**config.mk**
```make
export PLATFORM = sky130hd
export DESIGN_NAME = stream_max
export DESIGN_NICKNAME = d
export VERILOG_FILES = /design/src/rtl/stream_max_pkg.sv /design/src/rtl/ext_cmp.sv /design/src/rtl/stream_max.sv
export SDC_FILE = /design/constraint.sdc
export NUM_CORES = 1
export LEC_CHECK = 0
export CORE_ASPECT_RATIO = 1.25
export CORE_MARGIN = 10
export CORE_UTILIZATION = 51
export CTS_CLUSTER_SIZE = 20
export DETAILED_ROUTE_END_ITERATION = 10
export PLACE_DENSITY = 0.83
export SLEW_MARGIN = 25
export SYNTH_ARGS = -nofsm -noshare
export SYNTH_HDL_FRONTEND = slang
export SYNTH_SLANG_ARGS = --single-unit
```
**constraint.sdc**
```tcl
create_clock -name clk -period 2.5 [get_ports clk]
set_clock_uncertainty 0.05 [all_clocks]
set_input_delay 0.375 -clock clk [delete_from_list [all_inputs] [get_ports clk]]
set_output_delay 0.375 -clock clk [all_outputs]
set_load 0.05 [all_outputs]
```
**src/rtl/stream_max_pkg.sv**
```systemverilog
// Shared definitions for the stream_max extremum tracker: FSM state encoding
// and the bit positions inside the latched mode register.
package stream_max_pkg;

    localparam logic [1:0] ST_IDLE = 2'd0;
    localparam logic [1:0] ST_RUN  = 2'd1;
    localparam logic [1:0] ST_DONE = 2'd2;

    localparam int MODE_SIGNED = 0;
    localparam int MODE_MIN    = 1;
    localparam int MODE_W      = 2;

endpackage

```
**src/rtl/ext_cmp.sv**
```systemverilog
// Combinational "candidate strictly beats current" test, generalising the
// two-input max comparator to signed/unsigned and max/min.
module ext_cmp #(
    parameter int WIDTH = 8
) (
    input  logic [WIDTH-1:0] cand,
    input  logic [WIDTH-1:0] cur,
    input  logic             signed_mode,
    input  logic             find_min,
    output logic             better
);

    logic gt;
    logic lt;

    // NOTE: every output of a combinational block gets a value on every path, so no latch is inferred.
    always_comb begin
        if (signed_mode) begin
            gt = $signed(cand) > $signed(cur);
            lt = $signed(cand) < $signed(cur);
        end else begin
            gt = cand > cur;
            lt = cand < cur;
        end
        // Strict comparison keeps the earliest index on ties.
        better = find_min ? lt : gt;
    end

endmodule

```
**src/rtl/stream_max.sv**
```systemverilog
// Framed-stream extremum tracker: reports the max or min sample of a frame
// and the index of its first occurrence, over a valid/ready handshake.
module stream_max
    import stream_max_pkg::*;
#(
    parameter int WIDTH = 8,
    parameter int LEN_W = 8
) (
    input  logic             clk,
    input  logic             rst,
    input  logic             start,
    input  logic [LEN_W-1:0] len,
    input  logic             signed_mode,
    input  logic             find_min,
    input  logic             in_valid,
    input  logic [WIDTH-1:0] in_data,
    output logic             in_ready,
    output logic             busy,
    output logic             done,
    output logic             empty,
    output logic [WIDTH-1:0] ext_val,
    output logic [LEN_W-1:0] ext_idx
);

    logic [1:0]        state;
    logic [LEN_W-1:0]  cnt;
    logic [LEN_W-1:0]  len_q;
    logic [MODE_W-1:0] mode;
    logic              better;
    logic              accept;
    logic              last;

    assign in_ready = (state == ST_RUN);
    assign busy     = in_ready;
    // A sample coinciding with start belongs to the aborted frame and is dropped.
    assign accept   = in_valid & in_ready & ~start;
    assign last     = (cnt == len_q - LEN_W'(1));

    ext_cmp #(.WIDTH(WIDTH)) u_cmp (
        .cand        (in_data),
        .cur         (ext_val),
        .signed_mode (mode[MODE_SIGNED]),
        .find_min    (mode[MODE_MIN]),
        .better      (better)
    );

    // NOTE: sequential state uses non-blocking assignments so every register samples pre-edge values.
    always_ff @(posedge clk or posedge rst) begin
        if (rst) begin
            state   <= ST_IDLE;
            cnt     <= '0;
            len_q   <= '0;
            mode    <= '0;
            done    <= 1'b0;
            empty   <= 1'b0;
            ext_val <= '0;
            ext_idx <= '0;
        end else begin
            done <= 1'b0;
            if (start) begin
                len_q             <= len;
                mode[MODE_SIGNED] <= signed_mode;
                mode[MODE_MIN]    <= find_min;
                cnt               <= '0;
                if (len == '0) begin
                    state   <= ST_DONE;
                    done    <= 1'b1;
                    empty   <= 1'b1;
                    ext_val <= '0;
                    ext_idx <= '0;
                end else begin
                    state <= ST_RUN;
                    empty <= 1'b0;
                end
            end else if (accept) begin
                if (cnt == '0 || better) begin
                    ext_val <= in_data;
                    ext_idx <= cnt;
                end
                cnt <= cnt + LEN_W'(1);
                if (last) begin
                    state <= ST_DONE;
                    done  <= 1'b1;
                end
            end
        end
    end

endmodule

```
==> flow_summary.html <==
<table>
<tr><th>Metric</th><th>Value</th></tr>
<tr><th colspan="2">Outcome</th></tr>
<tr><td>Result of the run</td><td>finished clean</td></tr>
<tr><th colspan="2">Timing</th></tr>
<tr><td>Maximum clock frequency</td><td>452 MHz</td></tr>
<tr><td>Setup violation total in the final timing report</td><td>0</td></tr>
<tr><td>Least setup slack across all paths after layout</td><td>287 ps</td></tr>
<tr><td>Final Hold Viols</td><td>0</td></tr>
<tr><td>Accumulated negative setup slack</td><td>0 ps</td></tr>
<tr><td>Max-slew headroom</td><td>0.653</td></tr>
<tr><td>Actual slew at the worst max-slew pin</td><td>519 ps</td></tr>
<tr><td>Worst hold margin</td><td>441 ps</td></tr>
<tr><td>Final critical-path required period</td><td>2210 ps</td></tr>
<tr><td>Final worst-path cycle share</td><td>0.885</td></tr>
<tr><td>Number of pins with negative max-slew slack in the final report</td><td>0</td></tr>
<tr><td>Unrepaired setup endpoints after global routing</td><td>false</td></tr>
<tr><th colspan="2">Placed design</th></tr>
<tr><td>Count of input and output buffers</td><td>41</td></tr>
<tr><td>Number of cells after detailed placement</td><td>305</td></tr>
<tr><td>Worst Setup Slack post-DPL</td><td>-24.7 ps</td></tr>
<tr><td>Routability congestion estimate</td><td>0.807</td></tr>
<tr><td>Half-perimeter wire length of the detailed placement result</td><td>3470 um</td></tr>
<tr><th colspan="2">Global routing</th></tr>
<tr><td>Total routing resource utilization after global routing</td><td>0.131</td></tr>
<tr><td>Grt ovf</td><td>0</td></tr>
<tr><td>Pin count of the biggest net entering global routing</td><td>39</td></tr>
<tr><td>Initial antenna violation count</td><td>0</td></tr>
<tr><td>Global-route wire length before repair</td><td>7770 um</td></tr>
<tr><td>Vias in the first global route</td><td>1661</td></tr>
<tr><th colspan="2">Drt</th></tr>
<tr><td>DR pass1 iterations</td><td>4</td></tr>
<tr><td>Detail-routed via count per cell</td><td>5.11</td></tr>
<tr><td>Routed Wire Length</td><td>4390 um</td></tr>
<tr><td>DRC violations left</td><td>0</td></tr>
<tr><td>Number of DRC violations after detailed-routing iteration 0</td><td>99</td></tr>
<tr><td>Remaining antenna violation count after routing</td><td>0</td></tr>
<tr><td>Average wire length per cell after detail routing</td><td>14.0 um</td></tr>
<tr><td>Via count</td><td>1600</td></tr>
<tr><th colspan="2">CTS</th></tr>
<tr><td>CTS-repair resized insts</td><td>0</td></tr>
<tr><td>Post-CTS Repair Setup Buffers</td><td>0</td></tr>
<tr><td>CTS H-Tree Depth</td><td>2</td></tr>
<tr><td>Worst-Skew Late Latency</td><td>290 ps</td></tr>
<tr><td>Clk Tree Root Cell</td><td>clkbuf_8</td></tr>
<tr><td>Hold buffers post-CTS</td><td>0</td></tr>
<tr><td>CTS tree</td><td>done</td></tr>
<tr><td>CTS clock-pin slew for the worst setup and hold paths</td><td>80 ps</td></tr>
<tr><td>CTS max path bufs</td><td>2</td></tr>
<tr><td>CTS buffer count</td><td>5</td></tr>
<tr><td>Count of clock tree sinks</td><td>38</td></tr>
<tr><th colspan="2">Power and ir drop</th></tr>
<tr><td>Leakage power</td><td>1.24 nW</td></tr>
<tr><td>Total power after layout</td><td>1.88 mW</td></tr>
<tr><td>Total power density per cell area</td><td>693 mW/mm^2</td></tr>
<tr><td>Largest vdd supply drop</td><td>0.393 mV</td></tr>
<tr><th colspan="2">Synth</th></tr>
<tr><td>Synth Area in Simple Gates</td><td>0.166</td></tr>
<tr><td>Adder-cell area share of the yosys netlist</td><td>0.0646</td></tr>
<tr><td>Yosys Warn Count</td><td>0</td></tr>
<tr><td>Synth Area in XOR/XNOR</td><td>0.0740</td></tr>
<tr><td>Main combinational cell family by area after synthesis</td><td>simple AND/OR/NAND/NOR gates</td></tr>
<tr><td>Number of flip-flops and latches in the synthesized netlist</td><td>38</td></tr>
<tr><td>Compound-gate portion of the synthesized area</td><td>0.0646</td></tr>
<tr><td>Post-synth cell types</td><td>34</td></tr>
<tr><td>Average size of a mapped cell</td><td>10.1 sq um</td></tr>
<tr><td>Mux contribution to synthesized area</td><td>0.118</td></tr>
<tr><td>Number of instances in the synthesized netlist</td><td>211</td></tr>
<tr><td>Syn_nets</td><td>244</td></tr>
<tr><td>Share of synthesized area occupied by flip-flops and latches</td><td>0.446</td></tr>
<tr><td>Combined area of all synthesized cells</td><td>0.00213 sq mm</td></tr>
<tr><th colspan="2">Cells and area</th></tr>
<tr><td>Fill count</td><td>312</td></tr>
<tr><td>Leading cell types in the layout, fill and taps excluded</td><td>clkdlybuf4s50_1 (41), dfrtp_1 (38), nor2_1 (23)</td></tr>
<tr><td>Most common cell after layout, fill and taps aside</td><td>clkdlybuf4s50_1</td></tr>
<tr><td>Share of final-layout standard cells stronger than drive strength 1</td><td>0.121</td></tr>
<tr><td>Diodes inserted</td><td>0</td></tr>
<tr><td>Final Net Count</td><td>289</td></tr>
<tr><td>Layout Area Growth over Synthesis</td><td>27.2%</td></tr>
<tr><td>Non-filler cells, final</td><td>313</td></tr>
<tr><th colspan="2">Floorplanning</th></tr>
<tr><td>Starting utilization of the core area</td><td>0.524</td></tr>
<tr><td>Ports</td><td>42</td></tr>
<tr><td>DIE AREA</td><td>0.00718 sq mm</td></tr>
<tr><td>Die Wd</td><td>77.8 um</td></tr>
<tr><td>Die span in y</td><td>92.3 um</td></tr>
<tr><td>Site row count</td><td>26</td></tr>
<tr><td>Area of the core</td><td>0.00407 sq mm</td></tr>
<tr><th colspan="2">Setup path</th></tr>
<tr><td>Crit path max-delay cell type</td><td>clkdlybuf4s50_1</td></tr>
<tr><td>Worst-path cell chain</td><td>clkdlybuf4s50_1, ha_1, nor2b_1, o211ai_1, a21o_1, nand4_1, nand4b_4, buf_4, mux2i_1</td></tr>
<tr><td>Kind of critical path</td><td>primary input to flop</td></tr>
<tr><td>Type of origin of the critical path</td><td>primary input</td></tr>
<tr><td>Crit path arrival time</td><td>2380 ps</td></tr>
<tr><td>Worst path max stage delay</td><td>430 ps</td></tr>
<tr><td>Critical Path Fanout Max</td><td>9</td></tr>
<tr><td>Required time worst endpoint</td><td>2660 ps</td></tr>
<tr><td>Nature of the critical path endpoint</td><td>flop</td></tr>
<tr><th colspan="2">Job</th></tr>
<tr><td>Reported max-cap violation count</td><td>0</td></tr>
<tr><th colspan="2">Min path</th></tr>
<tr><td>Worst min path class</td><td>flop to flop</td></tr>
</table>
==> critical path, delay by kind of cell <==
kind | cells | cell delay [ps]
multiplexers | 1 | 210
AND/OR/NAND/NOR | 3 | 500
adder cells (fa/ha/maj) | 1 | 320
buffers and inverters | 2 | 660
AO/OA/AOI/OAI | 2 | 320
==> cell type report <==
class                           instances  area [sq um]  area share
Clock buffer                            5          68.8      0.0254
Clock inverter                          3          40.0      0.0148
Inverter                               23          86.3      0.0319
Multi-Input combinational cell        141          1040       0.383
Sequential cell                        38           951       0.351
Tap cell                               56          70.1      0.0259
Timing Repair Buffer                   47           455       0.168
==> synth_stat cells <==
master    number  area, sq um
nand3b_1       1         7.51
nor4_1         1         6.26
nor2_1        23         86.3
a32oi_1        1         8.76
inv_1         22         82.6
a21oi_1        4         20.0
xnor2_1       12          105
clkbuf_1       4         15.0
and3b_1        2         17.5
mux2i_1        9         90.1
o211ai_1       2         15.0
and3_1         2         12.5
mux2_4         1         15.0
nand2_1       16         60.1
a31oi_1        2         12.5
xor2_1         6         52.6
ha_1          11          138
o21ai_0        7         35.0
a22oi_1        1         7.51
o311ai_0       1         8.76
buf_4          1         7.51
nor3_1         3         15.0
buf_6          2         22.5
a21o_1         4         30.0
clkinv_1       1         3.75
nand4_1        9         56.3
nor4_2         2         25.0
nor2b_1        4         25.0
mux2_2        13          146
nand4b_4       1         23.8
buf_2          2         10.0
dfrtp_1       38          951
nand3_1        2         10.0
nor4b_1        1         8.76
==> per-stage QoR <==
step                      utilization  cell area (sq um)
after CTS                       0.666               2710
after detailed placement        0.640               2600
after global routing            0.666               2710
after global placement          0.640               2600
final                           0.666               2710
after floorplan                     -               2130
==> worst paths after layout <==
path / start / endpoint / slack [ps] / cells past startpoint
hold / removal: empty$_DFFE_PP0P_ / empty$_DFFE_PP0P_ / 440 / 1
setup reg to reg: ext_val[1]$_DFFE_PP0P_ / ext_idx[3]$_DFFE_PP0P_ / 430 / 9
max in group asynchronous: rst / state[1]$_DFFE_PP0P_ / 1620 / 3
setup / recovery: in_data[1] / ext_idx[3]$_DFFE_PP0P_ / 290 / 9
min in group asynchronous: rst / ext_idx[3]$_DFFE_PP0P_ / 450 / 3
hold reg to reg: empty$_DFFE_PP0P_ / empty$_DFFE_PP0P_ / 440 / 1
==> layer usage <==
metal  vias up  track usage  wire length (um)
met5         -            0                 0
met4         0       0.0595                75
met3         5       0.0400               219
met2        32        0.222              2250
met1       766        0.147              1850
li1        797            -                 -
==> sequential cells by signal (all words and copies together), names as in the netlist <==
register	count
ext_idx	8
ext_val	8
state	2
cnt	8
mode	2
len_q	8
done	1
empty	1
==> power breakdown <==
| group | leakage [nW] | internal (mW) | switching [mW] |
|---|---|---|---|
| Sequential | 0.483 | 0.681 | 0.0478 |
| Clock | 0.0579 | 0.294 | 0.216 |
| Combinational | 0.704 | 0.267 | 0.372 |
| Total | 1.24 | 1.24 | 0.635 |
==> cells by family after synthesis <==
logic type | after synthesis
AOI/OAI and AO/OA | 22
xor gates and xnor gates | 18
adders and majority gates | 11
buffers and inverters | 32
DFF | 38
muxes | 23
and+or+nand+nor | 67
(Power assumes the default switching activity.)
